## config.mk

```make
export PLATFORM = sky130hd
export DESIGN_NAME = multicycle_control_fsm
export DESIGN_NICKNAME = d
export VERILOG_FILES = /design/src/rtl/multicycle_control_fsm.sv
export SDC_FILE = /design/constraint.sdc
export NUM_CORES = 1
export LEC_CHECK = 0
export ABC_AREA = 1
export CORE_ASPECT_RATIO = 0.75
export CORE_UTILIZATION = 35
export DETAILED_ROUTE_END_ITERATION = 8
export GPL_TIMING_DRIVEN = 0
export PLACE_DENSITY_LB_ADDON = 0.05
export SYNTH_ARGS = -nofsm -noshare
export SYNTH_HDL_FRONTEND = slang
export SYNTH_SLANG_ARGS = --single-unit
export TNS_END_PERCENT = 1
```

## constraint.sdc

```tcl
create_clock -name clk -period 2.8 [get_ports clk]
set_input_delay 0.56 -clock clk [delete_from_list [all_inputs] [get_ports clk]]
set_output_delay 0.56 -clock clk [all_outputs]
set_load 0.02 [all_outputs]
```

## src/rtl/multicycle_control_fsm.sv

```systemverilog
// Multi-cycle MIPS control sequencer: drives datapath selects/enables and waits on mem_ready.
// Optional JUMP support is compiled in with `define MULTICYCLE_JUMP_EN.
module multicycle_control_fsm #(
  parameter int CNT_W = 32
) (
  input  logic             clk,
  input  logic             reset,
  input  logic [5:0]       opcode,
  input  logic             mem_ready,
  output logic             PCWrite,
  output logic             Branch,
  output logic             IorD,
  output logic             MemWrite,
  output logic             IRWrite,
  output logic             RegDst,
  output logic             MemtoReg,
  output logic             RegWrite,
  output logic             ALUSrcA,
  output logic [1:0]       ALUSrcB,
  output logic [1:0]       ALUOp,
  output logic [1:0]       PCSrc,
  output logic [3:0]       state_out,
  output logic             illegal_op,
  output logic [CNT_W-1:0] cycle_count,
  output logic [CNT_W-1:0] instr_count
);

  typedef enum logic [3:0] {
    FETCH   = 4'd0,
    DECODE  = 4'd1,
    MEMADR  = 4'd2,
    MEMRD   = 4'd3,
    MEMWB   = 4'd4,
    MEMWR   = 4'd5,
    EXECUTE = 4'd6,
    ALUWB   = 4'd7,
    BRANCH  = 4'd8,
    ADDIEX  = 4'd9,
    ADDIWB  = 4'd10
`ifdef MULTICYCLE_JUMP_EN
    , JUMP  = 4'd11
`endif
  } state_t;

  typedef struct packed {
    logic       fetch;
    logic       pc_write;
    logic       branch;
    logic       iord;
    logic       mem_write;
    logic       reg_dst;
    logic       mem_to_reg;
    logic       reg_write;
    logic       alu_src_a;
    logic [1:0] alu_src_b;
    logic [1:0] alu_op;
    logic [1:0] pc_src;
  } ctrl_t;

  localparam logic [5:0] OP_RTYPE = 6'b000000;
  localparam logic [5:0] OP_LW    = 6'b100011;
  localparam logic [5:0] OP_SW    = 6'b101011;
  localparam logic [5:0] OP_BEQ   = 6'b000100;
  localparam logic [5:0] OP_ADDI  = 6'b001000;
`ifdef MULTICYCLE_JUMP_EN
  localparam logic [5:0] OP_J     = 6'b000010;
`endif

  // Moore control word for each state; FETCH enables are gated by mem_ready later.
  function automatic ctrl_t ctrl_for(input state_t s);
    ctrl_t c;
    c = '0;
    case (s)
      FETCH:   begin c.fetch = 1'b1; c.alu_src_b = 2'b01; end
      DECODE:  c.alu_src_b = 2'b11;
      MEMADR:  begin c.alu_src_a = 1'b1; c.alu_src_b = 2'b10; end
      MEMRD:   c.iord = 1'b1;
      MEMWB:   begin c.mem_to_reg = 1'b1; c.reg_write = 1'b1; end
      MEMWR:   begin c.iord = 1'b1; c.mem_write = 1'b1; end
      EXECUTE: begin c.alu_src_a = 1'b1; c.alu_op = 2'b10; end
      ALUWB:   begin c.reg_dst = 1'b1; c.reg_write = 1'b1; end
      BRANCH:  begin
        c.alu_src_a = 1'b1;
        c.alu_op    = 2'b01;
        c.pc_src    = 2'b01;
        c.branch    = 1'b1;
      end
      ADDIEX:  begin c.alu_src_a = 1'b1; c.alu_src_b = 2'b10; end
      ADDIWB:  c.reg_write = 1'b1;
`ifdef MULTICYCLE_JUMP_EN
      JUMP:    begin c.pc_write = 1'b1; c.pc_src = 2'b10; end
`endif
      default: c = '0;
    endcase
    return c;
  endfunction

  state_t state_q;
  state_t state_nxt;
  ctrl_t  ctrl_q;
  logic   is_sw_q;
  logic   illegal_dec;
  logic   retire;
  logic   fetch_en;

  always_comb begin
    state_nxt   = state_q;
    illegal_dec = 1'b0;
    case (state_q)
      FETCH:   if (mem_ready) state_nxt = DECODE;
      DECODE: begin
        case (opcode)
          OP_LW, OP_SW: state_nxt = MEMADR;
          OP_RTYPE:     state_nxt = EXECUTE;
          OP_BEQ:       state_nxt = BRANCH;
          OP_ADDI:      state_nxt = ADDIEX;
`ifdef MULTICYCLE_JUMP_EN
          OP_J:         state_nxt = JUMP;
`endif
          default: begin
            state_nxt   = FETCH;
            illegal_dec = 1'b1;
          end
        endcase
      end
      MEMADR:  state_nxt = is_sw_q ? MEMWR : MEMRD;
      MEMRD:   if (mem_ready) state_nxt = MEMWB;
      MEMWR:   if (mem_ready) state_nxt = FETCH;
      EXECUTE: state_nxt = ALUWB;
      ADDIEX:  state_nxt = ADDIWB;
      default: state_nxt = FETCH;
    endcase
  end

  // Every return to FETCH except the illegal-decode one retires an instruction.
  assign retire = (state_nxt == FETCH) && (state_q != FETCH) && (state_q != DECODE);

  always_ff @(posedge clk or negedge reset) begin
    if (!reset) begin
      state_q     <= FETCH;
      ctrl_q      <= ctrl_for(FETCH);
      is_sw_q     <= 1'b0;
      illegal_op  <= 1'b0;
      cycle_count <= '0;
      instr_count <= '0;
    end else begin
      state_q     <= state_nxt;
      ctrl_q      <= ctrl_for(state_nxt);
      illegal_op  <= illegal_dec;
      cycle_count <= cycle_count + CNT_W'(1);
      if (state_q == DECODE) is_sw_q <= (opcode == OP_SW);
      if (retire) instr_count <= instr_count + CNT_W'(1);
    end
  end

  // Reset also masks the fetch enables so an asserted reset never loads PC or IR.
  assign fetch_en  = ctrl_q.fetch & mem_ready & reset;
  assign PCWrite   = ctrl_q.pc_write | fetch_en;
  assign IRWrite   = fetch_en;
  assign Branch    = ctrl_q.branch;
  assign IorD      = ctrl_q.iord;
  assign MemWrite  = ctrl_q.mem_write;
  assign RegDst    = ctrl_q.reg_dst;
  assign MemtoReg  = ctrl_q.mem_to_reg;
  assign RegWrite  = ctrl_q.reg_write;
  assign ALUSrcA   = ctrl_q.alu_src_a;
  assign ALUSrcB   = ctrl_q.alu_src_b;
  assign ALUOp     = ctrl_q.alu_op;
  assign PCSrc     = ctrl_q.pc_src;
  assign state_out = state_q;

endmodule

```

== Word-level counts from Yosys, hierarchy flattened ==
Cells that the tools add are included.

* Add/subtract/negate cells: 2
* Multiply operators: 0
* Divide/modulo/power cells: 0
* Order comparisons: 0
* Equality and inequality tests: 21
* Shift-type cells: 0
* Mux-type cells: 19
* Bitwise logic cells: 2
* Reduce and logical (&&, ||, !) cells: 12

{| class="wikitable"
|+ Operators with widths
! cell !! count
|-
| $add A32 B1 Y32 const B || 2
|-
| $pmux W4 S7 || 1
|-
| $eq A4 B3 Y1 const B || 6
|-
| $eq A4 B2 Y1 const B || 4
|-
| $eq A4 B4 Y1 const B || 4
|-
| $pmux W4 S4 || 1
|-
| $eq A6 B6 Y1 const B || 2
|-
| $mux W4 || 3
|-
| $mux W1 || 11
|-
| $eq A4 B1 Y1 const B || 2
|-
| $logic_not A4 Y1 || 2
|-
| $eq A6 B3 Y1 const B || 1
|-
| $eq A6 B4 Y1 const B || 1
|-
| $logic_not A6 Y1 || 1
|-
| $pmux W2 S3 || 1
|-
| $reduce_or A2 Y1 || 3
|-
| $reduce_or A5 Y1 || 1
|-
| $ne A4 B1 Y1 const B || 1
|-
| $pmux W2 S2 || 1
|-
| $reduce_bool A4 Y1 || 1
|-
| $reduce_or A4 Y1 || 1
|-
| $mux W3 || 1
|-
| $reduce_or A3 Y1 || 1
|-
| $and A1 B1 Y1 || 2
|-
| $logic_and A1 B1 Y1 || 2
|}

* Register bits after elaboration: 84
* Latch bits: 0
* Bits in writable memories: 0
* ROM bits: 0
* Logic and storage cells: 72
* Memories: 0

== Longest topological paths before layout ==
* Depth in word-level cells: 7
* Gate-level depth with buffers: 11
* Gate-level depth less buffers: 10

== Worst setup path after synthesis ==
OpenSTA, ideal clock, no wires.

* Kind: reg2reg
* Start: register cycle_count[0]
* End: register cycle_count[26]
* Arrival time: 1.627 ns
* Required time: 2.668 ns
* Setup slack: 1.041 ns
* Stages on the path, launching flop included: 8
* Period minus slack after synthesis: 1.759 ns
* Cell sequence: dfrtp_1 > ha_1 > nand3_1 > nor2_1 > nand2_1 > nor3_4 > nand4_1 > xnor2_1

* Longest elaborated chain between the ends: 1

{| class="wikitable"
|+ Ends and longest elaborated chain
! item !! RTL line !! text
|-
| start, declared || 24 || <nowiki>output logic [CNT_W-1:0] cycle_count,</nowiki>
|-
| start signal, assigned || 150 || <nowiki>cycle_count <= cycle_count + CNT_W'(1);</nowiki>
|-
| $add A32 B1 Y32 || 150 ||
|}

Every way passes these cells.
A chain may end at the register's enable or synchronous reset.

== Worst setup path after layout ==
* Start: input mem_ready
* End: output PCWrite

* Longest elaborated chain between the ends: 2

{| class="wikitable"
|+ Ends and longest elaborated chain
! item !! RTL line !! text
|-
| start, declared || 9 || <nowiki>input logic mem_ready,</nowiki>
|-
| $and A1 B1 Y1 (2 in series) || 157 || <nowiki>assign fetch_en = ctrl_q.fetch & mem_ready & reset;</nowiki>
|-
| end, declared || 10 || <nowiki>output logic PCWrite,</nowiki>
|}

Every way passes these cells.

==> reports/qor.csv <==
stage,metric,value,unit
routing,final antenna-violating net count,0,
yosys,syn_nets,632,
clocking,Post-CTS Setup Bufs,0,
cells_and_area,fillcell total,1309,
yosys,"EDFF count, synth",0,
worst_setup_path,worst reg-to-reg path cell count,10,
floorplan,FP Rows,36,
clocking,hold_buf cts,0,
clocking,"CTS clk-pin slew, worst paths",0.06,ns
worst_setup_path,maximum fanout along the worst path,5,
routing,drt first-iter violations,188,
yosys,asr flop ratio synth,100.0,%
clocking,clk_lat worst skew,0.34,ns
cells_and_area,nets,735,
placed_design,placed insts,884,
sta,Setup Skew,0.005965,ns
sta,Final min period,2.593,ns
pwr,leakage power figure,2.880,nW
yosys,mean post-synth cell area,7.489,um2
sta,final setup vio count,0,
placed_design,I/O Buffers,91,
placed_design,gpl congestion,0.9088,
floorplan,die height,101.8,um
grt,global-route wire length before repair,20.91,mm
floorplan,Initial Util,35.85,%
clocking,Clock Path Buffers,2,
yosys,ys flop type,dfrtp_1,
placed_design,placed wire-length estimate,9.709,mm
grt,pin count of the biggest net entering global routing,57,
grt,antenna violations before repair,0,
cells_and_area,area grow syn2layout,30.97,%
worst_setup_path,reg2reg end,instr_count[30]$_DFFE_PN0P_,
routing,vias per cell,4.828,
sta,Worst Max-Slew Pin Slew,0.6692,ns
yosys,synth unique cells,29,
floorplan,Die X,135.1,um
worst_setup_path,reg2reg start,instr_count[0]$_DFFE_PN0P_,
clocking,clock root cell,clkbuf_16,
cells_and_area,Seq. cell area,2029,um2
grt,GRT Total Usage,19.68,%
floorplan,I/O pin cnt,93,
sta,fin. max-slew vios,0,
routing,# DRC,0,
clocking,CTS tree,done,
hold_path,HP Class,input pin to asynchronous set/reset pin,
floorplan,area of the core,12970,um2
clocking,Clock Sink Count,81,
worst_setup_path,Crit. Startpoint,mem_ready,
clocking,H-tree Lvls,3,
cells_and_area,Finished Layout Cells,900,
worst_setup_path,Worst Setup EP,PCWrite,
yosys,"Seq/Total Area, Yosys",43.64,%
worst_setup_path,Worst setup EP type,output port,
cells_and_area,area occupied by multi-input gates,2328,um2
routing,Routed WL,12.78,mm
yosys,Synth Warn #,0,
flow_run,max-cap check violation count,0,
clocking,TritonCTS Buffers,9,
cells_and_area,share of post-route cells with drive strength above 1,7.270,%
worst_setup_path,Worst Setup Start Kind,input pin,
pwr,worst vdd ir,0.0003789,V
yosys,Mapped Area,4651,um2
run_status,outcome,finished clean,
routing,Initial DRT Pass Iterations,5,
worst_setup_path,Register-to-Register Setup Slack,0.81,ns
pwr,Overall Power,0.003449,W
grt,total gr overflow,0,
sta,Setup TNS,0,ns
yosys,synthesized instance count,621,
sta,period utilisation layout,92.60,%
floorplan,DIE AREA,13760,um2
routing,Routed wire per std cell,14.20,um
worst_setup_path,"Data arrival, critical path",2.03,ns
clocking,# resized after CTS,0,
routing,vias post-DR,4345,
cells_and_area,Antenna Cells,0,
yosys,Seq cells post-synth,81,
grt,vias in the first global route,4177,
sta,final hold vios,0,
sta,relative slew slack,54.98,%
sta,unrepaired setup endpoints after global routing,false,
pwr,pwr/cell area,566.3,nW/um2
sta,f_max,385.7,MHz
worst_setup_path,WP data required,2.24,ns
worst_setup_path,critical path type,input pin to output port,
==> worst min path at each step <==
| stage | from | end | depth (start not counted) |
|---|---|---|---|
| 2_1_floorplan | reset | ALUOp[1]$_DFF_PN0_ | 0 |
| 3_3_place_gp | cycle_count[31]$_DFF_PN0_ | cycle_count[31]$_DFF_PN0_ | 1 |
| 3_5_place_dp | cycle_count[30]$_DFF_PN0_ | cycle_count[30]$_DFF_PN0_ | 1 |
| 4_1_cts | reset | ALUOp[1]$_DFF_PN0_ | 1 |
| 5_1_grt | reset | ALUOp[1]$_DFF_PN0_ | 1 |
| 6_report | reset | MemtoReg$_DFF_PN0_ | 1 |
==> through the flow <==
stage | util, % | setup WS [ns] | instance area, um2 | hold WS, ns
2_1_floorplan | - | 1.041 | 4651 | 0.2644
3_3_place_gp | 44.52 | -2.790 | 5776 | 0.4589
3_5_place_dp | 44.71 | 0.1934 | 5801 | 0.4811
4_1_cts | 46.95 | 0.1861 | 6091 | 0.1401
5_1_grt | 46.95 | 0.1429 | 6091 | 0.1513
6_report | 46.95 | 0.2071 | 6091 | 0.1323
==> layout by cell type (no fill, tap or decap), types with 2 or more instances in the layout <==
cell	Yosys	layout
clkdlybuf4s50_1	0	90
nand2_1	230	230
inv_6	0	2
nand3b_1	17	17
nand3_2	3	3
nand2_2	4	4
clkbuf_16	0	9
clkbuf_8	0	2
nor2_1	80	80
dfrtp_1	79	79
xor2_1	24	24
buf_2	6	6
nand4_1	42	42
inv_1	45	45
nor3_1	12	12
nor2_4	2	2
clkbuf_1	3	4
ha_1	2	2
o21ai_0	3	3
dfstp_2	2	2
inv_2	2	2
nor4_1	3	3
nor2_2	5	5
nand3_1	22	22
buf_4	10	11
xnor2_1	18	18
==> report_power, final <==
| part | internal, W | leakage, nW | switching (W) |
|---|---|---|---|
| combinational | 0.000331 | 1.64 | 0.000631 |
| clock | 0.000658 | 0.140 | 0.000499 |
| sequential | 0.00126 | 1.10 | 0.0000711 |
==> Yosys cell counts, drive strengths merged, types with 2 or more instances <==
library cell  number  share of area, %
buf               16               2.3
clkbuf             3              0.24
dfrtp             79                43
dfstp              2               1.1
ha                 2              0.54
inv               47               3.8
nand2            234                19
nand3             25               3.0
nand3b            18               3.2
nand4             42               5.6
nor2              87               7.6
nor3              13               1.6
nor4               3              0.40
o21ai              3              0.32
xnor2             18               3.4
xor2              24               4.5
==> critical path, cell delays in order <==
cell and delay, ns:
clkdlybuf4s50_1 0.57, and3_1 0.21, buf_4 0.11, clkdlybuf4s50_1 0.58
==> logic make-up after synthesis <==
kind of cell	count (synthesis)	synth area share (%)
AOI/OAI and AO/OA	6	0.8072
DFF	81	43.64
other	1	0.08063
xor gates and xnor gates	42	7.910
adders and majority gates	2	0.5380
buffers and inverters	66	6.295
and+or+nand+nor	423	40.73
==> flip-flops by register name (all words and copies together), names as in the netlist, 2 cells and up <==
name,count
instr_count,32
cycle_count,32
state_out,4
ALUSrcB,2
==> layer usage <==
layer | part of all wire (%) | GRT usage, % | wire length (um)
met1 | 49 | 26.75 | 6228
met2 | 46 | 32.35 | 5824
met3 | 4.7 | 3.819 | 597
met4 | 1.0 | 4.927 | 133
met5 | 0 | 0 | 0
==> cell type report <==
type                    instances  share of cell area (%)
plain buffers                  19                   1.910
clock buffers                  12                   4.211
clock inverters                 4                  0.5546
inverters                      47                   2.896
multi-input cells             474                   38.23
flip-flops and latches         81                   33.32
well taps                     171                   3.513
repair buffers                 92                   15.37
Note: power is estimated with default switching activity, not from simulation.
